--- config.mk ---
export PLATFORM = sky130hd
export DESIGN_NAME = rdyack_fifo
export DESIGN_NICKNAME = d
export VERILOG_FILES = /design/src/rtl/rdyack_fifo_pkg.sv /design/src/rtl/rdyack_fifo_ptr.sv /design/src/rtl/rdyack_fifo.sv
export SDC_FILE = /design/constraint.sdc
export NUM_CORES = 1
export LEC_CHECK = 0
export ABC_AREA = 1
export ABC_CLOCK_PERIOD_IN_PS = 3040
export BUFFER_PORTS_ARGS = -buffer_cell sky130_fd_sc_hd__buf_4
export CAP_MARGIN = 25
export CORE_ASPECT_RATIO = 1.2
export CORE_MARGIN = 5
export CORE_UTILIZATION = 29
export CTS_BUF_LIST = sky130_fd_sc_hd__clkbuf_8
export CTS_CLUSTER_SIZE = 14
export DETAILED_ROUTE_END_ITERATION = 10
export GPL_ROUTABILITY_DRIVEN = 0
export SLEW_MARGIN = 5
export SYNTH_ARGS = -nofsm -noshare
export SYNTH_HDL_FRONTEND = slang
export SYNTH_SLANG_ARGS = --single-unit
--- constraint.sdc ---
create_clock -name i_clk -period 3.04 [get_ports i_clk]
set_clock_uncertainty 0.1 [all_clocks]
set_input_delay 0.304 -clock i_clk [delete_from_list [all_inputs] [get_ports i_clk]]
set_output_delay 0.304 -clock i_clk [all_outputs]
set_load 0.03 [all_outputs]
--- src/rtl/rdyack_fifo_pkg.sv ---
// rtl/rdyack_fifo_pkg.sv - shared helpers for rdy/ack buffers
// Occupancy-count width function reused by any buffer that reports a 0..DEPTH fill level.
package rdyack_fifo_pkg;

  function automatic int cnt_width(input int depth);
    return $clog2(depth + 1);
  endfunction

endpackage

--- src/rtl/rdyack_fifo_ptr.sv ---
// rtl/rdyack_fifo_ptr.sv - modulo-DEPTH wrap counter for FIFO read/write pointers
// Wraps explicitly at DEPTH-1, so DEPTH need not be a power of two.
module rdyack_fifo_ptr #(
  parameter int DEPTH = 4,
  localparam int PW = (DEPTH > 1) ? $clog2(DEPTH) : 1
) (
  input  logic          i_clk,
  input  logic          i_rst,
  input  logic          i_inc,
  output logic [PW-1:0] o_ptr
);

  always_ff @(posedge i_clk) begin
    if (i_rst) begin
      o_ptr <= '0;
    end else if (i_inc) begin
      o_ptr <= (o_ptr == PW'(DEPTH - 1)) ? '0 : o_ptr + 1'b1;
    end
  end

endmodule

--- src/rtl/rdyack_fifo.sv ---
// rtl/rdyack_fifo.sv - rdy/ack FIFO between two handshake stages
// Optional zero-latency pass-through when empty: define RDYACK_FIFO_BYPASS_EN.
module rdyack_fifo
  import rdyack_fifo_pkg::*;
#(
  parameter int BW    = 32,
  parameter int DEPTH = 4,
  localparam int CW   = cnt_width(DEPTH)
) (
  input  logic          i_clk,
  input  logic          i_rst,
  input  logic          src_rdy,
  output logic          src_ack,
  input  logic [BW-1:0] i_data,
  output logic          dst_rdy,
  input  logic          dst_ack,
  output logic [BW-1:0] o_data,
  output logic [CW-1:0] o_n
);

  localparam int PW = (DEPTH > 1) ? $clog2(DEPTH) : 1;

  logic [PW-1:0] wp;
  logic [PW-1:0] rp;
  logic [CW-1:0] n;
  logic [BW-1:0] mem [DEPTH];
  logic          full;
  logic          empty;
  logic          push;
  logic          pop;

  assign full  = (n == CW'(DEPTH));
  assign empty = (n == '0);
  assign o_n   = n;

`ifdef RDYACK_FIFO_BYPASS_EN
  logic byp;

  // When empty, the offered word is presented directly; it is stored only if not taken.
  always_comb begin
    byp     = empty && src_rdy && !i_rst;
    src_ack = src_rdy && !full && !i_rst;
    dst_rdy = (!empty || src_rdy) && !i_rst;
    o_data  = byp ? i_data : mem[rp];
    push    = src_ack && !(byp && dst_ack);
    pop     = dst_rdy && dst_ack && !byp;
  end
`else
  // src_ack ignores dst_ack, so a full FIFO cannot accept in the cycle it pops.
  always_comb begin
    src_ack = src_rdy && !full && !i_rst;
    dst_rdy = !empty && !i_rst;
    o_data  = mem[rp];
    push    = src_rdy && src_ack;
    pop     = dst_rdy && dst_ack;
  end
`endif

  rdyack_fifo_ptr #(.DEPTH(DEPTH)) u_wp (
    .i_clk (i_clk),
    .i_rst (i_rst),
    .i_inc (push),
    .o_ptr (wp)
  );

  rdyack_fifo_ptr #(.DEPTH(DEPTH)) u_rp (
    .i_clk (i_clk),
    .i_rst (i_rst),
    .i_inc (pop),
    .o_ptr (rp)
  );

  always_ff @(posedge i_clk) begin
    if (i_rst) begin
      n <= '0;
    end else if (push && !pop) begin
      n <= n + 1'b1;
    end else if (pop && !push) begin
      n <= n - 1'b1;
    end
  end

  always_ff @(posedge i_clk) begin
    if (push) begin
      mem[wp] <= i_data;
    end
  end

`ifndef SYNTHESIS
  a_no_overflow:  assert property (@(posedge i_clk) disable iff (i_rst) n <= CW'(DEPTH));
  a_no_underflow: assert property (@(posedge i_clk) disable iff (i_rst) !(empty && pop));
  a_ack_ignored:  assert property (@(posedge i_clk) disable iff (i_rst) (dst_ack && !dst_rdy) |-> !pop);
`endif

endmodule

==> results of run 1 <==
placed cells by master, fill, tap and decap left out:
master,n
sky130_fd_sc_hd__clkinv_2,1
sky130_fd_sc_hd__fa_1,1
sky130_fd_sc_hd__nand3_2,1
sky130_fd_sc_hd__inv_8,1
sky130_fd_sc_hd__ha_1,6
sky130_fd_sc_hd__nor2_2,1
sky130_fd_sc_hd__nand2_1,13
sky130_fd_sc_hd__o21ai_1,28
sky130_fd_sc_hd__inv_1,14
sky130_fd_sc_hd__bufinv_16,4
sky130_fd_sc_hd__inv_2,2
sky130_fd_sc_hd__dfxtp_1,8
sky130_fd_sc_hd__o22ai_1,32
sky130_fd_sc_hd__nor2_4,4
sky130_fd_sc_hd__dlygate4sd3_1,33
sky130_fd_sc_hd__clkinv_1,3
sky130_fd_sc_hd__edfxtp_1,128
sky130_fd_sc_hd__a21oi_1,2
sky130_fd_sc_hd__nor2_1,75
sky130_fd_sc_hd__clkbuf_8,17
sky130_fd_sc_hd__clkinvlp_4,2
sky130_fd_sc_hd__xor2_1,1
sky130_fd_sc_hd__dfxtp_2,1
sky130_fd_sc_hd__clkinv_4,2
sky130_fd_sc_hd__buf_4,78
sky130_fd_sc_hd__nand3_1,5
sky130_fd_sc_hd__buf_12,1
sky130_fd_sc_hd__o21ai_0,37
sky130_fd_sc_hd__inv_6,1
sequential cells by signal, indices dropped and copies added, names as in the netlist, named ones only:
name,count
mem,128
o_n,3
u_rp.o_ptr,2
u_wp.o_ptr,2
worst min-delay path by stage:
stage                                     from  cells after the start                          to
CTS                                    dst_ack                      3  u_rp.o_ptr[1]$_SDFFE_PP0P_
detailed placement  u_rp.o_ptr[1]$_SDFFE_PP0P_                      2  u_rp.o_ptr[1]$_SDFFE_PP0P_
global route                           dst_ack                      3  u_rp.o_ptr[1]$_SDFFE_PP0P_
global placement    u_rp.o_ptr[1]$_SDFFE_PP0P_                      2  u_rp.o_ptr[1]$_SDFFE_PP0P_
finish                                 dst_ack                      3                    register
floorplan                                i_rst                      1  u_wp.o_ptr[1]$_SDFFE_PP0P_
through the flow:
stage	cells	util	worst slack [ns]
after global routing	726	0.376	0.273
after CTS	726	0.376	0.462
after global placement	662	0.335	0.943
after floorplan	378	-	0.233
after detailed placement	662	0.335	0.831
final	726	0.376	0.521
worst max-delay path: stages (launching register included):
cell	delay, ns
sky130_fd_sc_hd__dfxtp_2	0.63
sky130_fd_sc_hd__buf_4	0.35
sky130_fd_sc_hd__inv_8	0.18
sky130_fd_sc_hd__o21ai_0	0.21
sky130_fd_sc_hd__o22ai_1	0.12
sky130_fd_sc_hd__buf_4	0.19
power groups by stage:
stage	Clock (mW)	Combinational (mW)	Sequential [mW]
after floorplan	0	0.569	2.25
after global placement	0	0.889	2.25
after detailed placement	0	0.905	2.25
after CTS	1.57	0.943	2.21
after global routing	1.65	1.02	2.22
final	1.53	0.924	2.21
cell type report:
type	instances	area (um2)
clock buffer	17	234
clock inverter	14	181
fill	1687	11300
inverter	16	67.6
multi-input combinational	206	1060
sequential	137	4030
tap	224	280
timing repair buffer	112	936
routing by layer:
metal  up-vias  global-route usage
li1       1610                   -
met1      1586               0.144
met2        80               0.189
met3         4              0.0312
met4         0              0.0333
met5         -                   0
logic make-up after synthesis:
kind of cell / after synthesis / share of synthesized area
buf+inv: 35 / 0.0427
compound gates: 99 / 0.102
simple gates: 99 / 0.0733
xor+xnor: 1 / 0.00166
flops: 137 / 0.763
fa+ha+maj: 7 / 0.0180
==> results_tabular.tex, run 1 <==
\begin{tabular}{lr}
\hline
Metric & Value \\
\hline
\multicolumn{2}{l}{\textbf{CTS}} \\
Bufs on Longest Clock Path & 2 \\
CTS tree & built \\
Sink count of the clock tree & 137 \\
CTS Root Buffer Type & sky130\_fd\_sc\_hd\_\_clkbuf\_8 \\
H-tree depth & 4 \\
Resize count post-CTS & 0 \\
Clock transition at the register clock pins on the worst setup and hold paths after CTS & 0.07 ns \\
Clock buffers created by TritonCTS & 17 \\
Setup repair bufs after CTS & 0 \\
Quantity of hold-fixing buffers added after cts & 33 \\
Clock network latency to the later pin of the worst-skew pair & 0.41 ns \\
\multicolumn{2}{l}{\textbf{Pwr}} \\
Leakage power & 2.43 nW \\
Power, Total & 4.66 mW \\
Proportion of power drawn by combinational gates & 0.198 \\
NetSw & 1.30 mW \\
Share of power burned in the clock network & 0.328 \\
Switching power share of the total & 0.280 \\
Internal power contribution & 3.36 mW \\
Sequential share of power & 0.473 \\
Maximum ir drop on the vdd rail & 0.382 mV \\
Power per Cell Area & 688 mW/mm2 \\
\multicolumn{2}{l}{\textbf{Timing}} \\
Worst hold slack across all endpoints & 0.0582 ns \\
Share of the cycle needed by the critical path after routing & 0.829 \\
Final hold vios & 0 \\
Time the worst path needs with I/O delays and setup & 2.52 ns \\
Setup tns final & 0 ns \\
Achievable Freq & 0.397 GHz \\
Count of final setup violators & 0 \\
Slew of the pin with the lowest slew margin & 0.647 ns \\
Max-slew violation total from the final report & 0 \\
Worst slew slack as a fraction of its limit & 0.568 \\
RSZ-0062 raised after global routing & false \\
\multicolumn{2}{l}{\textbf{Worst setup path}} \\
Setup crit end & o\_data[16] \\
Crit start category & register \\
Required time worst endpoint & 2.64 ns \\
End of the worst register-to-register path & o\_n[2]\$\_SDFFE\_PP0P\_ \\
Critical register-to-register path startpoint & o\_n[0]\$\_SDFFE\_PP0P\_ \\
R2R depth & 13 \\
Critical path endpoint category & output port \\
Data arrival time of the critical path & 2.12 ns \\
R2R Setup Slk & 0.77 ns \\
Critical-path maximum fanout & 64 \\
Type of the setup path with the least slack & reg2out \\
\multicolumn{2}{l}{\textbf{GRT}} \\
Vias in the first global route & 3378 \\
Global route total overflow & 0 \\
First-pass GRT wire length & 18.4 mm \\
Initial antenna violation count & 0 \\
GRT Total Usage & 0.113 \\
Pin count of the biggest net entering global routing & 65 \\
\multicolumn{2}{l}{\textbf{Cells and area}} \\
Layout cell share with drive strength beyond 1 & 0.231 \\
Antenna diode count & 0 \\
Final net count & 533 \\
Area growth from synthesis to final layout & 28.5\% \\
Final Cell Area & 0.00678 mm2 \\
\multicolumn{2}{l}{\textbf{Synthesis}} \\
Most frequent cell after synthesis & sky130\_fd\_sc\_hd\_\_edfxtp\_1 \\
Yosys warns & 0 \\
Avg Synthesized Cell Area & 14.0 um2 \\
Area share of the leading cell type in the synthesized netlist & 0.729 \\
Number of flops mapped to enable cells by yosys & 128 \\
Largest area contributor in the synthesized netlist & sky130\_fd\_sc\_hd\_\_edfxtp\_1 \\
List of most frequent post-synthesis cells & sky130\_fd\_sc\_hd\_\_edfxtp\_1, sky130\_fd\_sc\_hd\_\_nor2\_1, sky130\_fd\_sc\_hd\_\_o21ai\_0 \\
Main area contributors after synthesis & sky130\_fd\_sc\_hd\_\_edfxtp\_1, sky130\_fd\_sc\_hd\_\_nor2\_1, sky130\_fd\_sc\_hd\_\_o22ai\_1 \\
Top flip-flop cell by instance count after synthesis & sky130\_fd\_sc\_hd\_\_edfxtp\_1 \\
Post-Synthesis Cell Area & 0.00528 mm2 \\
Proportion of synthesized flip-flops having asynchronous set or reset & 0 \\
Post-synth cell types & 21 \\
Synthesized net count & 421 \\
Seq cells post-synth & 137 \\
Instance count of the mapped netlist & 378 \\
Fraction of the yosys area taken by sequential cells & 0.763 \\
\multicolumn{2}{l}{\textbf{Detailed routing}} \\
Metal-1 WL & 4.88 mm \\
Detailed Routing Iterations Pass 1 & 4 \\
Highest metal used & met4 \\
DRC violations left & 0 \\
Per-cell via count in the routed design & 4.52 \\
Routed length on met2 & 5.95 mm \\
Routed wire length on met3 & 576 um \\
First-iteration detailed-routing DRC count & 226 \\
Remaining antenna violation count & 0 \\
Routed wirelength normalized by instance count & 15.8 um \\
Count of vias placed by the detailed router & 3280 \\
Final WL & 11.5 mm \\
\multicolumn{2}{l}{\textbf{Hold path}} \\
Tightest Hold Check Type & in2reg \\
\multicolumn{2}{l}{\textbf{Placement}} \\
Area after DPL & 0.00603 mm2 \\
HPWL reported at the end of detailed placement & 7.19 mm \\
Number of input and output port buffers inserted & 72 \\
\multicolumn{2}{l}{\textbf{Floorplan}} \\
Horizontal extent of the die & 133 um \\
Io pins & 73 \\
Die ar. & 0.0210 mm2 \\
Placeable core area & 0.0180 mm2 \\
Initial standard-cell utilization of the core & 0.292 \\
DIE HEIGHT & 158 um \\
Standard-cell row count & 54 \\
\multicolumn{2}{l}{\textbf{Job}} \\
Max-Cap Viols & 0 \\
\multicolumn{2}{l}{\textbf{Outcome}} \\
Outcome & complete, no violations \\
\hline
\end{tabular}
No activity file was read; power rests on OpenSTA's default activity.
==> run 2: changes to the inputs <==
- ABC_CLOCK_PERIOD_IN_PS: 3040 -> 2600
- clock period: 3.04 -> 2.6 ns (I/O delays scaled with it)
==> run 2 against run 1 <==
  * Global-route usage decreased by 0.20 points
  * Power increased by 15%
  * Utilization rose by 0.17 points
  * Critical path type unchanged
  * Largest power group unchanged
  * Critical endpoint is now o_data[25]
  * Setup slack worse by 0.16 ns
==> results_tabular.tex, run 2 (synthesis gave the netlist of run 1 again) <==
\begin{tabular}{lr}
\hline
Metric & Value \\
\hline
\multicolumn{2}{l}{\textbf{GRT}} \\
Busiest metal layer after global routing & met2 (unchanged) \\
Met1 track demand over resource in global routing & 0.122 (was 0.144) \\
First-pass GRT wire length & 17.8 mm (was 18.4 mm) \\
Initial antenna violation count & 0 (unchanged) \\
Vias in the first global route & 3517 (was 3378) \\
Global route total overflow & 0 (unchanged) \\
Global Route met2 Usage & 0.200 (was 0.189) \\
Pin count of the biggest net entering global routing & 65 (unchanged) \\
GRT Total Usage & 0.111 (was 0.113) \\
Met3 capacity usage during global routing & 0.0397 (was 0.0312) \\
\multicolumn{2}{l}{\textbf{Timing}} \\
Time the worst path needs with I/O delays and setup & 2.24 ns \\
Count of final setup violators & 0 (unchanged) \\
Achievable Freq & 0.446 GHz \\
Share of the cycle needed by the critical path after routing & 0.862 \\
Setup tns final & 0 ns (unchanged) \\
Max-slew violation total from the final report & 0 (unchanged) \\
Worst slew slack as a fraction of its limit & 0.740 (was 0.568) \\
RSZ-0062 raised after global routing & false (unchanged) \\
Final hold vios & 0 (unchanged) \\
Slew of the pin with the lowest slew margin & 0.390 ns (was 0.647 ns) \\
PnR worst setup slack & 0.358 ns (was 0.521 ns) \\
\multicolumn{2}{l}{\textbf{Detailed routing}} \\
DRC violations left & 0 (unchanged) \\
Routed wirelength normalized by instance count & 15.3 um (was 15.8 um) \\
Detailed Routing Iterations Pass 1 & 4 (unchanged) \\
First-iteration detailed-routing DRC count & 172 (was 226) \\
Remaining antenna violation count & 0 (unchanged) \\
Per-cell via count in the routed design & 4.53 (was 4.52) \\
Count of vias placed by the detailed router & 3326 (was 3280) \\
Final WL & 11.3 mm (was 11.5 mm) \\
\multicolumn{2}{l}{\textbf{Floorplan}} \\
Die ar. & 0.0210 mm2 (unchanged) \\
Io pins & 73 (unchanged) \\
DIE HEIGHT & 158 um (unchanged) \\
Horizontal extent of the die & 133 um (unchanged) \\
Standard-cell row count & 54 (unchanged) \\
Placeable core area & 0.0180 mm2 (unchanged) \\
Initial standard-cell utilization of the core & 0.292 (unchanged) \\
\multicolumn{2}{l}{\textbf{Cells and area}} \\
Fin util & 0.378 (was 0.376) \\
Layout cell share with drive strength beyond 1 & 0.241 (was 0.231) \\
Number of flip-flops under the largest register name & 128 (unchanged) \\
Final net count & 541 (was 533) \\
Antenna diode count & 0 (unchanged) \\
Most common cell after layout, fill and taps aside & sky130\_fd\_sc\_hd\_\_edfxtp\_1 (unchanged) \\
Area growth from synthesis to final layout & 29.1\% (was 28.5\%) \\
Reg with most FFs & mem (unchanged) \\
Filler instances & 1691 (was 1687) \\
Highest-count cells in the layout ignoring fill and taps & sky130\_fd\_sc\_hd\_\_edfxtp\_1, sky130\_fd\_sc\_hd\_\_buf\_4, sky130\_fd\_sc\_hd\_\_nor2\_1 (unchanged) \\
\multicolumn{2}{l}{\textbf{Worst setup path}} \\
R2R Setup Slk & 0.60 ns (was 0.77 ns) \\
Required time worst endpoint & 2.24 ns (was 2.64 ns) \\
Critical register-to-register path startpoint & o\_n[0]\$\_SDFFE\_PP0P\_ (unchanged) \\
End of the worst register-to-register path & o\_n[2]\$\_SDFFE\_PP0P\_ (unchanged) \\
R2R depth & 13 (unchanged) \\
Critical-path maximum fanout & 26 (was 64) \\
Data arrival time of the critical path & 1.88 ns (was 2.12 ns) \\
Setup crit end & o\_data[25] (was o\_data[16]) \\
Critical path endpoint category & output port (unchanged) \\
Crit start category & register (unchanged) \\
Type of the setup path with the least slack & reg2out (unchanged) \\
\multicolumn{2}{l}{\textbf{Hold path}} \\
Tightest Hold Check Type & in2reg (unchanged) \\
\multicolumn{2}{l}{\textbf{CTS}} \\
CTS Root Buffer Type & sky130\_fd\_sc\_hd\_\_clkbuf\_8 (unchanged) \\
H-tree depth & 4 (unchanged) \\
Setup repair bufs after CTS & 0 (unchanged) \\
CTS tree & built (unchanged) \\
Clock network latency to the later pin of the worst-skew pair & 0.43 ns (was 0.41 ns) \\
Sink count of the clock tree & 137 (unchanged) \\
Clock transition at the register clock pins on the worst setup and hold paths after CTS & 0.07 ns (about the same) \\
Bufs on Longest Clock Path & 2 (unchanged) \\
Clock buffers created by TritonCTS & 17 (unchanged) \\
\multicolumn{2}{l}{\textbf{Placement}} \\
Worst Setup Slack post-DPL & 0.624 ns (was 0.831 ns) \\
HPWL reported at the end of detailed placement & 6.97 mm (was 7.19 mm) \\
Number of input and output port buffers inserted & 72 (unchanged) \\
\multicolumn{2}{l}{\textbf{Pwr}} \\
Power per Cell Area & 788 mW/mm2 (was 688 mW/mm2) \\
Internal power contribution & 3.84 mW (was 3.36 mW) \\
Leakage power & 2.46 nW (was 2.43 nW) \\
Maximum ir drop on the vdd rail & 0.411 mV (was 0.382 mV) \\
Proportion of power drawn by combinational gates & 0.204 (was 0.198) \\
NetSw & 1.53 mW (was 1.30 mW) \\
Share of power burned in the clock network & 0.316 (was 0.328) \\
Sequential share of power & 0.480 (was 0.473) \\
Switching power share of the total & 0.285 (was 0.280) \\
\multicolumn{2}{l}{\textbf{Outcome}} \\
Outcome & complete, no violations (unchanged) \\
\multicolumn{2}{l}{\textbf{Job}} \\
Max-Cap Viols & 0 (unchanged) \\
\hline
\end{tabular}
[run 2: cell count changes in the layout (fill, tap and decap cells not counted), sizes merged]
cell         before  now
inv              18   17
clkinvlp          2    3
clkinv            6    8
buf              79   85
dlygate4sd3      33   35
bufinv            4    3
[run 2: final cells by class]
class	count	area (um2)	area share
Timing Repair Buffer	120	988	0.145
Clock buffer	17	234	0.0343
Inverter	16	67.6	0.00992
Multi-Input combinational cell	206	1060	0.155
Tap cell	224	280	0.0411
Clock inverter	15	160	0.0235
Sequential cell	137	4030	0.591
[run 2: power by group through the flow]
stage          sequential, mW  combinational (mW)  clock (mW)
4_1_cts                  2.57                1.11        1.76
6_report                 2.57                1.09        1.70
3_3_place_gp             2.62                1.04           0
5_1_grt                  2.59                1.19        1.85
3_5_place_dp             2.62                1.06           0
2_1_floorplan            2.63               0.665           0
[run 2: repair_timing]
item / 4_1_cts / 5_1_grt
hold endpoints to repair: 134 / 0
gates resized for setup: 0 / 0
hold buffers: 35 / 0
[run 2: how the worst min path moves through the flow]
stage	depth (start not counted)	to	slack, ns	startpoint
4_1_cts	5	u_wp.o_ptr[0]$_SDFFE_PP0P_	0.04	src_rdy
5_1_grt	5	u_wp.o_ptr[0]$_SDFFE_PP0P_	0.08	src_rdy
2_1_floorplan	1	u_wp.o_ptr[1]$_SDFFE_PP0P_	0.23	i_rst
6_report	5	u_wp.o_ptr[0]$_SDFFE_PP0P_	0.09	src_rdy
3_5_place_dp	2	u_wp.o_ptr[1]$_SDFFE_PP0P_	0.36	i_rst
3_3_place_gp	2	u_wp.o_ptr[1]$_SDFFE_PP0P_	0.36	i_rst
[run 2: layer usage]
metal  up-vias  part of all wire  wire length [um]
li1       1626                 -                 -
met1      1608              0.41              4570
met2        80              0.53              5950
met3        12             0.053               599
met4         0             0.012               136
met5         -                 0                 0
[run 2: per-stage QoR]
stage,cells,hold WS [ns],cell area (um2),power [mW]
4_1_cts,735,0.0441,6810,5.44
3_5_place_dp,668,0.357,6070,3.68
5_1_grt,735,0.0797,6810,5.62
2_1_floorplan,378,0.229,5280,3.30
6_report,735,0.0926,6810,5.36
3_3_place_gp,668,0.359,6070,3.66
[run 2: worst max-delay path: stages, from the launching register on]
cell and delay [ns]:
sky130_fd_sc_hd__dfxtp_2 0.51, sky130_fd_sc_hd__buf_4 0.34, sky130_fd_sc_hd__o21ai_0 0.13, sky130_fd_sc_hd__o22ai_1 0.25
sky130_fd_sc_hd__buf_4 0.21
